$ cat config.mk
export PLATFORM = sky130hd
export DESIGN_NAME = code_seq_monitor
export DESIGN_NICKNAME = d
export VERILOG_FILES = /design/src/rtl/code_seq_pkg.sv /design/src/rtl/sat_counter.sv /design/src/rtl/code_seq_monitor.sv
export SDC_FILE = /design/constraint.sdc
export NUM_CORES = 1
export LEC_CHECK = 0
export CORE_MARGIN = 3
export CORE_UTILIZATION = 55
export DETAILED_ROUTE_END_ITERATION = 16
export HOLD_SLACK_MARGIN = 0.03
export PLACE_DENSITY = 0.94
export REMOVE_ABC_BUFFERS = 1
export SLEW_MARGIN = 20
export SYNTH_ARGS = -nofsm -noshare
export SYNTH_HDL_FRONTEND = slang
export SYNTH_SLANG_ARGS = --single-unit
$ cat constraint.sdc
create_clock -name clk -period 2.6 [get_ports clk]
set_input_delay 0.39 -clock clk [delete_from_list [all_inputs] [get_ports clk]]
set_output_delay 0.39 -clock clk [all_outputs]
set_load 0.01 [all_outputs]
$ cat src/rtl/code_seq_pkg.sv
// Shared state encoding and code constants for the code sequence monitor.
package code_seq_pkg;

    typedef enum logic [2:0] {
        ST_IDLE   = 3'd0,
        ST_START  = 3'd1,
        ST_HIGH   = 3'd2,
        ST_ZEROS  = 3'd3,
        ST_LOCKED = 3'd4
    } state_e;

    localparam logic [2:0] CODE_START = 3'b101;
    localparam logic [2:0] CODE_HIGH  = 3'b111;
    localparam logic [2:0] CODE_ZERO  = 3'b000;

endpackage

$ cat src/rtl/sat_counter.sv
// Saturating up-counter with synchronous clear; clear together with an
// increment leaves the count at one so that event is not lost.
module sat_counter #(
    parameter int unsigned WIDTH = 8
) (
    input  logic             clk,
    input  logic             rst,
    input  logic             inc,
    input  logic             clr,
    output logic [WIDTH-1:0] count
);

    logic [WIDTH-1:0] count_q;
    logic [WIDTH-1:0] count_d;

    always_comb begin
        count_d = count_q;
        if (clr) begin
            count_d = inc ? WIDTH'(1) : '0;
        end else if (inc && (count_q != '1)) begin
            count_d = count_q + WIDTH'(1);
        end
    end

    always_ff @(posedge clk) begin
        if (rst) begin
            count_q <= '0;
        end else begin
            count_q <= count_d;
        end
    end

    assign count = count_q;

endmodule

$ cat src/rtl/code_seq_monitor.sv
// Watches a 3-bit code stream for 101, 111, then ZERO_RUN x 000 and reports
// lock, completion pulses, violation pulses and a saturating violation count.
module code_seq_monitor
    import code_seq_pkg::*;
#(
    parameter int unsigned ZERO_RUN = 4,
    parameter int unsigned ERR_W    = 8
) (
    input  logic             clk,
    input  logic             rst,
    input  logic [2:0]       code_in,
    input  logic             code_valid,
    input  logic             cnt_clr,
    output logic             locked,
    output logic             seq_done,
    output logic             err,
    output logic [ERR_W-1:0] err_cnt,
    output logic [2:0]       state
);

    localparam logic [3:0] RUN_TARGET = 4'(ZERO_RUN);

    state_e     state_q, state_d;
    logic [3:0] run_q, run_d;
    logic       locked_q, locked_d;
    logic       seq_done_q, seq_done_d;
    logic       err_q, err_d;

    always_comb begin
        state_d    = state_q;
        run_d      = run_q;
        seq_done_d = 1'b0;
        err_d      = 1'b0;
        if (code_valid) begin
            unique case (state_q)
                ST_IDLE: begin
                    if (code_in == CODE_START) state_d = ST_START;
                end
                ST_START: begin
                    if (code_in == CODE_HIGH) begin
                        state_d = ST_HIGH;
                    end else if (code_in != CODE_START) begin
                        state_d = ST_IDLE;
                        err_d   = 1'b1;
                    end
                end
                ST_HIGH: begin
                    if (code_in == CODE_ZERO) begin
                        if (RUN_TARGET == 4'd1) begin
                            state_d    = ST_LOCKED;
                            seq_done_d = 1'b1;
                        end else begin
                            state_d = ST_ZEROS;
                            run_d   = 4'd1;
                        end
                    end else begin
                        state_d = (code_in == CODE_START) ? ST_START : ST_IDLE;
                        err_d   = 1'b1;
                    end
                end
                ST_ZEROS: begin
                    // run is cleared on every way out of ZEROS
                    if (code_in == CODE_ZERO) begin
                        if (4'(run_q + 4'd1) == RUN_TARGET) begin
                            state_d    = ST_LOCKED;
                            seq_done_d = 1'b1;
                            run_d      = '0;
                        end else begin
                            run_d = 4'(run_q + 4'd1);
                        end
                    end else begin
                        state_d = (code_in == CODE_START) ? ST_START : ST_IDLE;
                        err_d   = 1'b1;
                        run_d   = '0;
                    end
                end
                ST_LOCKED: begin
                    if (code_in == CODE_START) begin
                        state_d = ST_START;
                    end else if (code_in != CODE_ZERO) begin
                        state_d = ST_IDLE;
                        err_d   = 1'b1;
                    end
                end
                default: begin
                    state_d = ST_IDLE;
                    run_d   = '0;
                end
            endcase
        end
        locked_d = (state_d == ST_LOCKED);
    end

    always_ff @(posedge clk) begin
        if (rst) begin
            state_q    <= ST_IDLE;
            run_q      <= '0;
            locked_q   <= 1'b0;
            seq_done_q <= 1'b0;
            err_q      <= 1'b0;
        end else begin
            state_q    <= state_d;
            run_q      <= run_d;
            locked_q   <= locked_d;
            seq_done_q <= seq_done_d;
            err_q      <= err_d;
        end
    end

    sat_counter #(
        .WIDTH(ERR_W)
    ) u_err_cnt (
        .clk  (clk),
        .rst  (rst),
        .inc  (err_d),
        .clr  (cnt_clr),
        .count(err_cnt)
    );

    assign locked   = locked_q;
    assign seq_done = seq_done_q;
    assign err      = err_q;
    assign state    = state_q;

endmodule
* After elaboration in Yosys (flattened, before gate mapping)
Cells that the tools add are included.
** Operators by class
- $add $sub $neg :: 2
- Equality and inequality tests :: 11
- Muxes and demuxes :: 26
- Bitwise operators :: 4
- Reduce and logical (&&, ||, !) cells :: 9
** Operators by type and width (count)
- 3-bit 2-to-1 mux :: 8
- 8-bit 2-to-1 mux :: 2
- 3-bit case mux with 5 select lines :: 1
- 3-bit == test, second input constant :: 4
- 4-bit 2-to-1 mux :: 3
- 4-bit case mux with 3 select lines :: 1
- 1-bit 2-to-1 mux :: 9
- 8-bit by 1-bit adder with 8-bit output, second input constant :: 1
- 8-bit != test, second input constant :: 1
- 3-bit by 2-bit == test with 1-bit output, second input constant :: 2
- 3-bit zero test :: 2
- 4-bit by 1-bit adder with 4-bit output, second input constant :: 1
- 4-bit by 3-bit == test with 1-bit output, second input constant :: 1
- 1-bit inverter :: 4
- 4-bit OR reduction :: 1
- 3-bit by 1-bit == test with 1-bit output, second input constant :: 1
- 3-bit != test, second input constant :: 1
- 1-bit case mux with 3 select lines :: 1
- 3-bit AND reduction :: 1
- 3-bit nonzero test :: 1
- 3-bit OR reduction :: 1
- 2-bit 2-to-1 mux :: 1
- 2-bit != test, second input constant :: 1
- 2-bit nonzero test :: 1
- 2 further kinds :: 2
** Storage, ports and cells
- Register bits :: 18
- Input bits :: 7
- Output and inout bits :: 14
- Logic and storage cells :: 58

* Longest topological paths before layout
Gate-level depths: netlist of run 1.
- Depth in word-level cells :: 8
- Gate-level depth with buffers :: 6
- Depth with buffers taken out :: 6

* By module
From an unflattened synthesis of run 1, not the netlist that was laid out.
** Second synthesis, totals
- Cells, all modules :: 133
- Area, all modules :: 1141.1 um^2
** By module, submodules not included
- code_seq_monitor :: times used 1, cells each 80, area an instance 696.9 um^2, sequential area each 200.2 um^2
- sat_counter :: times used 1, cells each 53, area an instance 444.2 um^2, sequential area each 160.2 um^2

* Worst setup path before layout of run 1
Ideal clock, no wire load.
- Path kind :: register to register
- From :: register u_err_cnt.count_q[0] (netlist: u_err_cnt.count[0])
- To :: register u_err_cnt.count_q[2] (netlist: u_err_cnt.count[2])
- Library setup time :: 0.116 ns
- Arrival :: 1.689 ns
- Required time :: 2.484 ns
- Setup slack :: 0.795 ns
- Stages on the path, launching flop included :: 7
- Clock period less this slack :: 1.805 ns
- Path through :: dfxtp_1 > ha_1 > and4_1 > and4_4 > a211oi_4 > a21oi_1 > a31o_1
** Between the ends
- Word-level cells in the longest chain between the ends :: 3
- Elaborated cells on any way between the ends :: 6
- Those cells by class :: 1 x add/sub; 1 x eq/ne; 2 x mux; 2 x reduce/logical
** RTL lines
- from (decl) :: RTL line sat_counter.sv:13 : logic [WIDTH-1:0] count_q;
- from (signal assigned) :: RTL line sat_counter.sv:29 : count_q <= count_d;
- 8-bit by 1-bit adder with 8-bit output / 8-bit != test (equally long branches) :: RTL line sat_counter.sv:21, sat_counter.sv:20
- 8-bit 2-to-1 mux / 1-bit logical AND (equally long branches) :: RTL line sat_counter.sv:20 : end else if (inc && (count_q != '1)) begin
- 8-bit 2-to-1 mux / 2-bit nonzero test (equally long branches)
Parallel ways exist; a longest one is shown, timed or not. The select of a mux whose other input is x is not followed.
A chain may end at the register's enable or synchronous reset.

* Final worst setup path of run 1
- From :: register run_q[0]
- To :: register locked_q (netlist: locked)
** Between the ends
- Word-level cells in the longest chain between the ends :: 7
** RTL lines
- from (decl) :: RTL line code_seq_monitor.sv:24 : logic [3:0] run_q, run_d;
- from (signal assigned) :: RTL line code_seq_monitor.sv:103 : run_q <= run_d;
- 4-bit by 1-bit adder with 4-bit output :: RTL line code_seq_monitor.sv:64 : if (4'(run_q + 4'd1) == RUN_TARGET) begin
- 4-bit by 3-bit == test with 1-bit output :: RTL line code_seq_monitor.sv:64
- 3-bit 2-to-1 mux :: RTL line code_seq_monitor.sv:64
- 3-bit 2-to-1 mux :: RTL line code_seq_monitor.sv:63 : if (code_in == CODE_ZERO) begin
- 3-bit case mux with 5 select lines :: RTL line code_seq_monitor.sv:35 : unique case (state_q)
- 3-bit 2-to-1 mux :: RTL line code_seq_monitor.sv:34 : if (code_valid) begin
- 3-bit == test :: RTL line code_seq_monitor.sv:91 : locked_d = (state_d == ST_LOCKED);
- to (signal assigned) :: RTL line code_seq_monitor.sv:104 : locked_q <= locked_d;
- to (decl) :: RTL line code_seq_monitor.sv:25 : logic locked_q, locked_d;
Every way passes these cells.

==> key figures, run 1 <==
Floorplanning
  – # IOs: 21
  – Die X: 51.17 um
  – Core Region: 1821 um^2
  – Cell Rows: 15
  – Total die area: 2618 um^2
  – Die height: 51.17 um
  – Initial core utilization: slightly above 60%

Place
  – Placed insts: 172
  – Dpl ws: 0.4010 ns
  – Port Buffers: 20
  – RePlAce Congestion: 0.9563
  – Dpl hpwl: 2054 um

Synthesis
  – EDFF count, synth: 0
  – Largest family of logic cells by synthesized area: simple AND/OR/NAND/NOR gates
  – Mux cell area share after synthesis: 1.784%
  – Simple-Gate Fraction of Synth Area: 33.89%
  – Post-Syn Area: approximately 1100 um^2
  – Synth cell types: 53
  – Post-synthesis cell count: 130
  – Synth Area in Adders: under 10%
  – Prevailing post-synth register cell: dfxtp_1
  – Async SR Flop Fraction: 0%
  – Sequential share of the synthesized area: 32.11%
  – XOR/XNOR Fraction of Synth Area: 0%
  – Synthesized flop and latch total: 18
  – Synth Area in Compound Gates: 24.75%
  – Mapped Avg Cell Area: 8.633 um^2
  – Ys Warns: 0

Timing
  – Fmax achieved: 0.4823 GHz
  – Clock Skew: about 0.0031 ns
  – Final Cycle Share: 79.74%
  – Minimum clock period: approximately 2.1 ns
  – Hold_ws: 0.5173 ns
  – Setup-failing EPs final: 0
  – Total Neg Setup Slack: 0 ns
  – Fin. max-slew vios: 0
  – Final Hold Viols: 0
  – Least-Margin Pin Slew: around 0.45 ns
  – Worst setup margin: 0.5268 ns
  – Max-slew headroom: a little over two thirds
  – RSZ-0062 raised after global routing: false

Detailed routing
  – Via Count: 1084
  – Wire length per cell: 14.87 um
  – Routed Antenna Nets: 0
  – First-pass iteration count of the detailed router: 4
  – Initial DRC count: 27
  – DRC errors left: 0
  – WL final: 2602 um
  – Vias per std cell: between 6 and 7

Final layout
  – Commonest non-fill, non-tap cell in the layout: clkdlybuf4s50_1
  – Final #Nets: 162
  – Most frequent cells in the layout: clkdlybuf4s50_1, dfxtp_1, nand2_1
  – Fill cell count: 158
  – Final std cells w/o fill: roughly 180
  – Antenna diode count: 0
  – Share of cells above drive strength 1: 13.33%
  – Area grow syn2layout: 22.19%
  – Fin util: 75.33%

Setup path
  – CP Launch Type: register
  – WP data required: 2.84 ns
  – Worst-path fanout max: 7
  – Crit end category: register
  – Type of the worst setup path: reg -> reg
  – Critical path arrival: approximately 2.3 ns

Power
  – Maximum vdd drop: 0.4060 mV
  – Pleak: between 0.4 and 0.5 nW
  – Pwr dens: 336.2 nW/um^2

CTS
  – Count of cells resized by post-cts repair: 0
  – CTS tree: built
  – Clk sinks: 18
  – CTS clk-pin slew, worst paths: around 0.10 ns
  – CTS Buffer Depth: 2
  – Cts hold-fix bufs: 0
  – Clock buffer count from CTS: 3
  – Worst-Skew Late Latency: 0.29 ns
  – Post-CTS Setup Bufs: 0
  – CTS root buf: clkbuf_4
  – CTS H-tree lvls: 1

GRT
  – Vias in the first global route: 1067
  – Total grt overflow: 0
  – GR Util All Layers: 22.47%
  – Initial antenna violation count: 0
  – Largest net degree at the start of global routing: 14
  – First-pass GRT wire length: roughly 4600 um

Hold path
  – Hold Path Class: reg -> reg

Flow run
  – MaxCap Viol Count: 0

Outcome
  – Status: completed
-- kinds of logic after synthesis --
kind of cell	count (synthesis)
AOI/OAI and AO/OA	34
adders and majority gates	3
buffers and inverters	11
DFF	18
muxes	2
and+or+nand+nor	62
-- area by class of cell --
class / instances / area, um^2 / area share [%]
sequential: 18 / 360.3 / 26.28
clock buffer: 3 / 22.52 / 1.642
tap: 25 / 31.28 / 2.281
timing repair buffer: 23 / 222.7 / 16.24
inverter: 5 / 18.77 / 1.369
multi-input combinational: 101 / 715.7 / 52.19
-- final timing paths --
check | start | to | slack [ns] | cells after the start
max | run_q[0] | locked | 0.53 | 6
min | u_err_cnt.count[1] | u_err_cnt.count[1] | 0.52 | 2
max reg2reg | run_q[0] | locked | 0.53 | 6
min reg2reg | u_err_cnt.count[1] | u_err_cnt.count[1] | 0.52 | 2
-- routing by layer --
metal  global-route usage [%]  routed length (um)
met3                    2.624                 139
met5                        0                   0
met1                    27.03                1114
met2                    40.99                1302
met4                    7.175                  46
-- cell usage after synthesis (2+ instances only) --
master	count	area share (%)
a31o_1	2	1.6
dfxtp_1	18	32
nand2_1	12	4.0
nand3_1	7	3.1
nand2b_1	2	1.1
inv_1	5	1.7
or3b_1	2	1.6
nand4_1	3	1.7
nor2b_1	3	1.7
ha_1	3	3.3
nand3b_1	2	1.3
nor3_1	3	1.3
nor3_2	2	1.8
o21ai_0	5	2.2
and3_1	2	1.1
nor2_1	9	3.0
clkbuf_1	4	1.3
o22ai_1	2	1.1
a21oi_1	8	3.6
mux2i_1	2	1.8
or3_1	2	1.1
-- per-stage QoR --
| step | cell area [um^2] | power, W |
|---|---|---|
| 2_1_floorplan | 1095 | 0.0003042 |
| 3_3_place_gp | 1349 | 0.0003306 |
| 3_5_place_dp | 1349 | 0.0003327 |
| 4_1_cts | 1371 | 0.0004644 |
| 5_1_grt | 1371 | 0.0004802 |
| 6_report | 1371 | 0.0004610 |
-- registers in the layout (all words and copies together), names as in the netlist --
signal,count
seq_done,1
locked,1
err,1
state,3
run_q,4
u_err_cnt.count,8
-- critical path, stage by stage, from the launching register on --
cell	delay, ns
dfxtp_1	0.44
ha_1	0.26
or3b_1	0.38
o41ai_2	0.08
nand2_1	0.23
a221oi_1	0.41
and3_1	0.22
-- power by group --
group | switching [W] | internal [W] | leakage [nW]
clock network | 0.0000802 | 0.0000538 | 0.0138
logic | 0.0000265 | 0.0000217 | 0.314
registers | 0.00000230 | 0.000276 | 0.145
(Power assumes the default switching activity.)
==> run 2, diff against run 1 <==
--- a/config.mk
+++ b/config.mk
@@ -5,11 +5,12 @@
 export SDC_FILE = /design/constraint.sdc
 export NUM_CORES = 1
 export LEC_CHECK = 0
+export CORE_ASPECT_RATIO = 1.75
 export CORE_MARGIN = 3
-export CORE_UTILIZATION = 55
+export CORE_UTILIZATION = 46
 export DETAILED_ROUTE_END_ITERATION = 16
 export HOLD_SLACK_MARGIN = 0.03
-export PLACE_DENSITY = 0.94
+export PLACE_DENSITY = 0.85
 export REMOVE_ABC_BUFFERS = 1
 export SLEW_MARGIN = 20
 export SYNTH_ARGS = -nofsm -noshare
==> constraint.sdc (replaced) <==
create_clock -name clk -period 1.85 [get_ports clk]
set_input_delay 0.2775 -clock clk [delete_from_list [all_inputs] [get_ports clk]]
set_output_delay 0.2775 -clock clk [all_outputs]
set_load 0.01 [all_outputs]
==> run 2 against run 1 <==
Net effect:
- critical path depth grew 1
- die area grew 18%
- first-iteration DRC count grew 140%
- clock-buffer cell count is the same
- global-route usage shrank 1.0 points
- sequential power grew 40%
- combinational power grew 81%
- clock skew shrank 0.0013 ns
- critical path type is now in -> reg
- largest power group unchanged
==> key figures, run 2 (synthesis gave the netlist of run 1 again) <==
Outcome
  – Status: completed

Setup path
  – Crit end category: register
  – CP Launch Type: primary input
  – Worst reg-to-reg setup slack: around 0.060 ns
  – Critical path arrival: roughly 2 ns
  – WP data required: 2.04 ns
  – Worst-path fanout max: 4
  – FF-to-FF path depth: 7
  – R2r startpoint: u_err_cnt.count[0]
  – Reg2Reg Capture Point: u_err_cnt.count[5]
  – Type of the worst setup path: in -> reg

Detailed routing
  – Via Count: 1232
  – Vias per std cell: about 6.1
  – Initial DRC count: 64
  – Wire length per cell: around 16 um
  – Routed Antenna Nets: 0
  – First-pass iteration count of the detailed router: 4
  – DRC errors left: 0
  – WL final: 3216 um

CTS
  – CTS tree: built
  – Clk sinks: 18
  – Cts hold-fix bufs: 0
  – Clock buffer count from CTS: 3
  – CTS root buf: clkbuf_8
  – CTS clk-pin slew, worst paths: about 0.060 ns
  – CTS Buffer Depth: 2
  – Worst-Skew Late Latency: 0.25 ns
  – CTS H-tree lvls: 1

Final layout
  – Area grow syn2layout: 43.03%
  – Most frequent cells in the layout: buf_4, clkdlybuf4s50_1, dfxtp_1
  – Antenna diode count: 0
  – Commonest non-fill, non-tap cell in the layout: buf_4
  – Fin util: 69.73%
  – Share of cells above drive strength 1: 27.27%
  – Max reg flops: 8
  – Final Instance Area: between 1500 and 2000 um^2
  – Final std cells w/o fill: 201
  – Final #Nets: 188

Floorplanning
  – Initial core utilization: 48.75%
  – Die height: 71.34 um
  – Total die area: 3092 um^2
  – Die X: 43.34 um
  – # IOs: 21
  – Core Region: 2302 um^2
  – Cell Rows: 23

Power
  – Pleak: approximately 0.63 nW
  – Power, Total: 0.0007439 W
  – Pwr dens: 463.4 nW/um^2
  – Maximum vdd drop: 0.6155 mV

Timing
  – RSZ-0062 raised after global routing: true
  – Setup-failing EPs final: 0
  – Final Cycle Share: 97.37%
  – Max-slew headroom: 71.85%
  – Final Hold Viols: 0
  – Clock Skew: 0.001876 ns
  – Least-Margin Pin Slew: 0.4206 ns
  – Minimum clock period: 1.801 ns
  – Fin. max-slew vios: 0
  – Fmax achieved: approximately 0.56 GHz

Hold path
  – Hold path cells: 2
  – Hold Startpoint: u_err_cnt.count[6]
  – Hold Path Class: reg -> reg
  – Hold Crit Endpoint: u_err_cnt.count[6]

GRT
  – First-pass GRT wire length: 5126 um
  – GR Util All Layers: 21.47%
  – Total grt overflow: 0
  – Largest net degree at the start of global routing: 13
  – Initial antenna violation count: 0
  – Vias in the first global route: roughly 1200

Place
  – RePlAce Congestion: ~0.85
  – Placed insts: 195
  – Port Buffers: 20
  – Dpl hpwl: 2361 um
  – Area after DPL: ~1500 um^2

Flow run
  – MaxCap Viol Count: 0
## run 2: area by class of cell
class / count / area [um^2]
Inverter: 5 / 18.77
Fill cell: 196 / 696.9
Sequential cell: 18 / 360.3
Tap cell: 25 / 31.28
Clock buffer: 3 / 41.29
Multi-Input combinational cell: 101 / 733.2
Timing Repair Buffer: 49 / 420.4
## run 2: critical path, stage by stage
cell	delay, ns
clkdlybuf4s50_1	0.44
or3_4	0.45
o21ai_4	0.10
a211oi_4	0.10
buf_4	0.15
or3b_1	0.34
a21oi_1	0.13
## run 2: timing repair
item | CTS | global route
setup endpoints to repair | 1 | 7
resized for setup | 0 | 4
pin swaps | 1 | 2
buffers inserted | 0 | 3
endpoints found under the hold margin | 0 | 0
## run 2: worst max path at each step
| stage | from | end | slack, ns |
|---|---|---|---|
| after global routing | code_in[2] | u_err_cnt.count[0] | -0.02 |
| after CTS | u_err_cnt.count[0] | u_err_cnt.count[5] | 0.04 |
| after detailed placement | code_valid | locked | -0.18 |
| after global placement | code_valid | locked | -0.13 |
| after floorplan | u_err_cnt.count[0] | u_err_cnt.count[2] | 0.05 |
| final | code_in[2] | u_err_cnt.count[0] | 0.05 |
## run 2: metrics by stage
| step | hold WS, ns | worst slack (ns) | setup TNS (ns) |
|---|---|---|---|
| detailed placement | 0.5121 | -0.1765 | -1.054 |
| finish | 0.5206 | 0.04864 | 0 |
| global placement | 0.4937 | -0.1250 | -0.5618 |
| global route | 0.5459 | -0.01519 | -0.03701 |
| floorplan | 0.3464 | 0.04503 | 0 |
| CTS | 0.5210 | 0.03510 | 0 |
## run 2: layer usage
layer	global-route usage, %	part of all wire [%]	up-vias
met5	0	0	-
met4	16.44	5.8	0
met3	2.513	4.4	22
met2	37.73	54	52
met1	22.02	35	582
li1	-	-	576
## run 2: power breakdown
part | switching (W) | total, W | internal, W
combinational | 0.0000448 | 0.0000872 | 0.0000424
sequential | 0.000000852 | 0.000390 | 0.000389
clock | 0.000123 | 0.000267 | 0.000144
